## src/rtl/dm_pkg.sv

```systemverilog
// Shared constants for the data-memory arbiter.
//   DM_BIT_WIDTH / DM_ADDR_WIDTH : memory word and address widths
//   DM_STARVE_LIMIT              : cycles B may lose to A before it wins
//   TAG_A / TAG_B                : owner tag carried with an outstanding read
package dm_pkg;

    localparam int unsigned DM_BIT_WIDTH    = 32;
    localparam int unsigned DM_ADDR_WIDTH   = 10;
    localparam int unsigned DM_STARVE_LIMIT = 4;

    localparam logic TAG_A = 1'b0;
    localparam logic TAG_B = 1'b1;

endpackage : dm_pkg

```

## src/rtl/dm_starve_ctr.sv

```systemverilog
// Saturating count of consecutive cycles in which B requested but was not granted.
//   clk, rst  : clock, synchronous active-low reset
//   b_req     : B requests this cycle
//   b_gnt     : B granted this cycle
//   at_limit  : counter has reached STARVE_LIMIT (B must win the next conflict)
module dm_starve_ctr
    import dm_pkg::*;
#(
    parameter int unsigned STARVE_LIMIT = DM_STARVE_LIMIT
) (
    input  logic clk,
    input  logic rst,
    input  logic b_req,
    input  logic b_gnt,
    output logic at_limit
);

    localparam int unsigned CNT_W = $clog2(STARVE_LIMIT + 1);

    logic [CNT_W-1:0] cnt;

    // Count a lost cycle, hold at the limit, clear on grant or when B drops its request.
    always_ff @(posedge clk) begin
        if (!rst) begin
            cnt <= '0;
        end else if (b_req && !b_gnt) begin
            if (cnt != CNT_W'(STARVE_LIMIT)) begin
                cnt <= cnt + CNT_W'(1);
            end
        end else begin
            cnt <= '0;
        end
    end

    assign at_limit = (cnt == CNT_W'(STARVE_LIMIT));

endmodule : dm_starve_ctr

```

## src/rtl/dm_arbiter.sv

```systemverilog
// Shares a single-port, 1-cycle registered-read data memory between the pipeline
// MEM stage (port A, favoured) and the loader/debug reader (port B).
//   clk, rst                                  : clock, synchronous active-low reset
//   a_req/a_we/a_addr/a_wdata                 : A request (hold until a_gnt)
//   a_gnt                                     : A access issued this cycle (combinational)
//   a_rvalid/a_rdata                          : A read data, one cycle after grant
//   b_*                                       : same set for B
//   mem_addr/mem_wdata/mem_wr                 : memory drive from the granted port
//   mem_rdata                                 : registered memory read data
module dm_arbiter
    import dm_pkg::*;
#(
    parameter int unsigned bit_width    = DM_BIT_WIDTH,
    parameter int unsigned addr_width   = DM_ADDR_WIDTH,
    parameter int unsigned STARVE_LIMIT = DM_STARVE_LIMIT
) (
    input  logic                  clk,
    input  logic                  rst,

    input  logic                  a_req,
    input  logic                  a_we,
    input  logic [addr_width-1:0] a_addr,
    input  logic [bit_width-1:0]  a_wdata,
    output logic                  a_gnt,
    output logic                  a_rvalid,
    output logic [bit_width-1:0]  a_rdata,

    input  logic                  b_req,
    input  logic                  b_we,
    input  logic [addr_width-1:0] b_addr,
    input  logic [bit_width-1:0]  b_wdata,
    output logic                  b_gnt,
    output logic                  b_rvalid,
    output logic [bit_width-1:0]  b_rdata,

    output logic [addr_width-1:0] mem_addr,
    output logic [bit_width-1:0]  mem_wdata,
    output logic                  mem_wr,
    input  logic [bit_width-1:0]  mem_rdata
);

    logic at_limit;
    logic rd_pend;
    logic rd_tag;

    dm_starve_ctr #(
        .STARVE_LIMIT (STARVE_LIMIT)
    ) u_starve (
        .clk      (clk),
        .rst      (rst),
        .b_req    (b_req),
        .b_gnt    (b_gnt),
        .at_limit (at_limit)
    );

    // Grant: A wins conflicts unless B has waited STARVE_LIMIT cycles; nothing while in reset.
    always_comb begin
        a_gnt = 1'b0;
        b_gnt = 1'b0;
        if (rst) begin
            if (a_req && b_req) begin
                if (at_limit) begin
                    b_gnt = 1'b1;
                end else begin
                    a_gnt = 1'b1;
                end
            end else begin
                a_gnt = a_req;
                b_gnt = b_req;
            end
        end
    end

    // Memory drive: B only when granted, otherwise A's lines (harmless with mem_wr low).
    always_comb begin
        mem_addr  = a_addr;
        mem_wdata = a_wdata;
        if (b_gnt) begin
            mem_addr  = b_addr;
            mem_wdata = b_wdata;
        end
        mem_wr = (a_gnt && a_we) || (b_gnt && b_we);
    end

    // Read-tag pipeline: remembers who owns the data the memory returns next cycle.
    always_ff @(posedge clk) begin
        if (!rst) begin
            rd_pend <= 1'b0;
            rd_tag  <= TAG_A;
        end else begin
            rd_pend <= (a_gnt && !a_we) || (b_gnt && !b_we);
            rd_tag  <= b_gnt ? TAG_B : TAG_A;
        end
    end

    // Response demux. Gating with rst drops a read whose return cycle coincides with reset.
    assign a_rvalid = rd_pend && (rd_tag == TAG_A) && rst;
    assign b_rvalid = rd_pend && (rd_tag == TAG_B) && rst;
    assign a_rdata  = a_rvalid ? mem_rdata : '0;
    assign b_rdata  = b_rvalid ? mem_rdata : '0;

endmodule : dm_arbiter

```

## config.mk

```make
export PLATFORM = sky130hd
export DESIGN_NAME = dm_arbiter
export DESIGN_NICKNAME = d
export VERILOG_FILES = /design/src/rtl/dm_pkg.sv /design/src/rtl/dm_starve_ctr.sv /design/src/rtl/dm_arbiter.sv
export SDC_FILE = /design/constraint.sdc
export NUM_CORES = 1
export LEC_CHECK = 0
export ABC_AREA = 1
export BUFFER_PORTS_ARGS = -buffer_cell sky130_fd_sc_hd__buf_4
export CORE_AREA = 8 8 85 87
export CTS_CLUSTER_SIZE = 14
export DETAILED_ROUTE_END_ITERATION = 8
export DIE_AREA = 0 0 93 95
export GPL_ROUTABILITY_DRIVEN = 0
export PLACE_DENSITY = 0.75
export REMOVE_ABC_BUFFERS = 1
export SLEW_MARGIN = 20
export SYNTH_ARGS = -nofsm -noshare
export SYNTH_HDL_FRONTEND = slang
export SYNTH_SLANG_ARGS = --single-unit
```

## constraint.sdc

```tcl
create_clock -name clk -period 3.2 [get_ports clk]
set_input_delay 0.32 -clock clk [delete_from_list [all_inputs] [get_ports clk]]
set_output_delay 0.32 -clock clk [all_outputs]
set_load 0.05 [all_outputs]
```

# ---- Yosys cells after proc, flatten, opt, wreduce, memory -nomap -nowiden
# Cells that the tools add are included.
dict set report totals {
  rom_bits 0
  ram_bits 0
  word_cells 34
  out_inout_bits 111
  latch_bits 0
  regBits 5
  inputBits 122
  n_memories 0
}
dict set report classes {
  eq_ne 2
  n_shift 0
  div_mod_pow 0
  add_sub_neg 1
  n_mux 11
  bitwise 1
  mul 0
  n_lt_le_gt_ge 0
  n_reduce_logical 16
}
# operator count
set ops {}
lappend ops {{32-bit 2-to-1 mux} 3}
lappend ops {{1-bit logical AND} 10}
lappend ops {{10-bit 2-to-1 mux} 1}
lappend ops {{1-bit 2-to-1 mux} 7}
lappend ops {{3-bit by 1-bit adder with 3-bit output (second input constant)} 1}
lappend ops {{3-bit equality test (second input constant)} 1}
lappend ops {{1-bit logical NOT} 3}
lappend ops {{3-bit inequality test (second input constant)} 1}
lappend ops {{1-bit logical OR} 2}
lappend ops {{2-bit AND reduction} 1}
lappend ops {{1-bit inverter} 1}

# ---- Depth between registers and ports, before layout
dict set report depth {
  depth_word 7
  depth_mapped 8
  mapped_depth_nobuf 7
}

# ---- Modules after synthesis
# A second synthesis with hierarchy kept.
dict set report unflattened {
  cells_unflattened 292
  area_unflattened_um2 1420.1
}
# mod area_per_inst_um2 n_inst seq_area_each_um2 cells_each
set modules_own_cells {}
lappend modules_own_cells {dm_arbiter 1234.9 1 40.0 264}
lappend modules_own_cells {dm_starve_ctr 185.2 1 60.1 28}

# ---- Least setup slack after synthesis
# OpenSTA, ideal clock, no wires.
dict set report synth_path {
  kind {register to output}
  startpoint {reg u_starve.cnt[0]}
  endpoint {out mem_wr}
  setup_slack_ns 1.385
  arrival_ns 1.495
  path_stages_with_launch 8
  n_path_buf 0
  required_time_ns 2.880
  path_cell_list {dfxtp_1 -> inv_1 -> ha_1 -> nand3_1 -> nand2_1 -> inv_1 -> nand2_1 -> nand2_1}
}
dict set report synth_between {
  elab_chain_cells 6
  word_cells_on_any_way 10
  classes_between {1 x eq/ne; 6 x mux; 3 x reduce/logical}
}
# item line_no
set synth_rtl {}
lappend synth_rtl {{start: declaration} dm_starve_ctr.sv:20} ;# logic [CNT_W-1:0] cnt;
lappend synth_rtl {{start signal: assignment} dm_starve_ctr.sv:28} ;# cnt <= cnt + CNT_W'(1);
lappend synth_rtl {{3-bit equality test} dm_starve_ctr.sv:35} ;# assign at_limit = (cnt == CNT_W'(STARVE_LIMIT));
lappend synth_rtl {{1-bit 2-to-1 mux} dm_arbiter.sv:62} ;# if (at_limit) begin
lappend synth_rtl {{1-bit 2-to-1 mux} dm_arbiter.sv:61} ;# if (a_req && b_req) begin
lappend synth_rtl {{1-bit 2-to-1 mux} dm_arbiter.sv:60} ;# if (rst) begin
lappend synth_rtl {{via a_gnt} dm_arbiter.sv:24} ;# output logic a_gnt,
lappend synth_rtl {{1-bit logical AND} dm_arbiter.sv:82} ;# mem_wr = (a_gnt && a_we) || (b_gnt && b_we);
lappend synth_rtl {{1-bit logical OR} dm_arbiter.sv:82}
lappend synth_rtl {{end: declaration} dm_arbiter.sv:38} ;# output logic mem_wr,
# The timed path passes the listed nets, and every way through them passes these cells.

# ---- Worst setup path in the final report
dict set report layout_path {
  startpoint {reg u_starve.cnt[0]}
  endpoint {out mem_wdata[22]}
}
dict set report layout_between {
  elab_chain_cells 5
}
# item line_no
set layout_rtl {}
lappend layout_rtl {{3-bit equality test} dm_starve_ctr.sv:35}
lappend layout_rtl {{1-bit 2-to-1 mux} dm_arbiter.sv:62}
lappend layout_rtl {{1-bit 2-to-1 mux} dm_arbiter.sv:61}
lappend layout_rtl {{1-bit 2-to-1 mux} dm_arbiter.sv:60}
lappend layout_rtl {{32-bit 2-to-1 mux} dm_arbiter.sv:78} ;# if (b_gnt) begin
lappend layout_rtl {{end: declaration} dm_arbiter.sv:37} ;# output logic [bit_width-1:0] mem_wdata,
# No other way between the ends.

==> impl_metrics.yaml <==
status:
  status: "finished, final reports clean"
route:
  via_per_inst: 4.277
  wirelength_mm: 8.799
  route.vias.total: 2468
  routedWlPerCell_um: 15.25
  drc: 0
  ant_nets: 0
  first_pass_iters: 4
  drt_iter0_drc: 80
synthesis:
  synth_top_family_by_area: "simple AND/OR/NAND/NOR gates"
  ys_seq_area_frac: 0.07737
  synth_adder_area_share: 0.01934
  synth_xor_area_frac: 0.006770
  ys_warn_count: 0
  avgSynthCellArea_sq_um: 4.572
  syn-cell-area_sq_um: 1294
  synth_seq_cells: 5
  synth_simple_gate_area_frac: 0.6770
  synth_mux_area_frac: 0
  ys_types: 16
  syn_inst: 283
  synth_compound_area_frac: 0.003868
cts:
  cts_root_buf: "clkbuf_8"
  clockBufferDepth: 2
  htreeDepth: 1
  path_clk_slew_ns: 0.04
  cts-resized-gates: 0
  ctsHoldBuffers: 0
  cts_num_sinks: 5
  post-cts-setup-buffers: 0
  tritoncts: "yes"
  cts_buffers: 3
  clk_latency_ns: 0.22
timing:
  finalCritPeriodShare: 0.7624
  setup_tns_ns: 0
  finalMaxSlewViolations: 0
  max_freq_mhz: 409.9
  grt_setup_unrepaired: "no"
  setup_viol: 0
  clock_skew_ns: 0.003645
  hold_ws_ns: 0.3546
  slew_headroom: 0.2930
  finalCriticalPeriod_ns: 2.440
  worst_slew_pin_slew_ns: 1.058
  finalHoldViolCount: 0
power_and_ir_drop:
  powerDensity_nw_per_um2: 236.2
  leakagePower_nw: 2.039
  ir_drop_uv: 139.5
global_route:
  grt_pass1_wl_mm: 12.61
  grt_pass1_vias: 2471
  grt_start_max_net_pins: 46
  grt.overflow.total: 0
  antenna_found_initial: 1
  grt_use_total: 0.1786
worst_setup_path:
  worstPathArrival_ns: 2.12
  regToRegSetupSlack_ns: 1.53
  path_class: "reg -> out"
  slowest_stage: "nand2_4"
  worst_ep_required_time_ns: 2.88
  path_max_fanout: 45
  slowest_delay_ns: 0.46
  crit_path_cell_trace: "inv_1, ha_1, nand2_2, nand2_4, nand2_4, nand2_1, nand2_1, buf_4"
  start_kind: "flop"
  worstSetupEndpointType: "output pin"
cells_and_area:
  area_growth_pct: 137.5
  finalNetCount: 627
  num_antenna_cells: 0
  drive_gt1_frac: 0.4821
  nFillCells: 597
hold_path:
  holdCritPathClass: "in -> reg"
placement:
  hpwl_mm: 7.662
  port_buffers: 232
die:
  die-area_sq_um: 8835
  initial_core_util: 0.2225
  core_area_sq_um: 5816
  dieWidth_um: 93
  num_rows: 28
  die_h_um: 95
  io_pins: 233
job:
  cap_violations: 0
path summary, 6_finish.rpt:
kind,startpoint,endpoint,cells after the start
worst max register to register,u_starve.cnt[0]$_SDFFE_PN0P_,rd_tag$_SDFF_PN0_,6
worst max-delay path,u_starve.cnt[0]$_SDFFE_PN0P_,mem_wdata[22],8
worst min register to register,u_starve.cnt[0]$_SDFFE_PN0P_,u_starve.cnt[0]$_SDFFE_PN0P_,1
worst min-delay path,a_we,rd_pend$_SDFF_PN0_,4
cells in the mapped netlist:
library cell	number	share of area
inv_2	2	0.0058
buf_4	1	0.0058
nand2_2	1	0.0048
nand3_1	47	0.18
dfxtp_1	5	0.077
inv_1	42	0.12
nand3b_1	1	0.0058
buf_2	10	0.039
nand2_4	2	0.017
a21oi_1	1	0.0039
nor2_1	67	0.19
ha_1	2	0.019
clkbuf_1	3	0.0087
buf_6	4	0.035
nand2_1	94	0.27
xnor2_1	1	0.0068
flip-flops by register name (all words and copies together), names as in the netlist:
| name | cells |
|---|---|
| u_starve.cnt | 3 |
| rd_tag | 1 |
| rd_pend | 1 |
critical path: cells and delay by family (launching register included):
| kind | cells | cell delay (ns) |
|---|---|---|
| DFF | 1 | 0.34 |
| and+or+nand+nor | 5 | 1.05 |
| adders and majority gates | 1 | 0.22 |
| buffers and inverters | 2 | 0.26 |
final cells by class:
class | count | area, sq um | share of cell area
Sequential cell | 5 | 100.1 | 0.03257
Inverter | 44 | 165.2 | 0.05375
Clock buffer | 4 | 45.04 | 0.01466
Tap cell | 75 | 93.84 | 0.03054
Timing Repair Buffer | 233 | 1749 | 0.5692
Multi-Input combinational cell | 216 | 919.6 | 0.2993
cell families after synthesis:
logic type,count (synthesis)
simple gates,212
buf+inv,62
flops,5
fa+ha+maj,2
compound gates,1
xor+xnor,1
stage by stage:
| step | utilization | setup slack [ns] | total power [mW] | std cells | cell area, sq um |
|---|---|---|---|---|---|
| 5_1_grt | 0.5284 | 0.5401 | 0.7651 | 577 | 3073 |
| 3_5_place_dp | 0.5198 | 0.9405 | 0.6141 | 573 | 3023 |
| 4_1_cts | 0.5275 | 0.7064 | 0.7343 | 577 | 3068 |
| 3_3_place_gp | 0.5198 | 0.9781 | 0.6100 | 573 | 3023 |
| 6_report | 0.5284 | 0.7602 | 0.7257 | 577 | 3073 |
| 2_1_floorplan | - | 1.106 | 0.3744 | 265 | 1180 |
where the power goes:
part,leakage (nW),total [mW],internal (mW),switching [mW]
Sequential,0.0409,0.0665,0.0650,0.00151
Combinational,1.98,0.543,0.200,0.343
Clock,0.0228,0.116,0.0855,0.0309
cells in the final DEF (no fill, tap or decap):
| cell | netlist | layout |
|---|---|---|
| nor2_1 | 67 | 67 |
| inv_2 | 2 | 2 |
| clkbuf_1 | 3 | 1 |
| nand2_4 | 2 | 2 |
| buf_4 | 1 | 233 |
| nand3b_1 | 1 | 1 |
| nand2_1 | 94 | 94 |
| nand3_2 | 0 | 1 |
| inv_1 | 42 | 42 |
| nand2_2 | 1 | 1 |
| nand3_1 | 47 | 46 |
| dfxtp_1 | 5 | 5 |
| a21oi_1 | 1 | 1 |
| ha_1 | 2 | 2 |
| clkbuf_8 | 0 | 3 |
| xnor2_1 | 1 | 1 |
routing by layer:
metal,global-route usage,vias up,part of all wire
li1,-,1275,-
met1,0.1714,1024,0.35
met2,0.3402,157,0.51
met3,0.08571,10,0.12
met4,0.03356,2,0.010
met5,0,-,0.00091
Power figures use the tool's default switching activity.
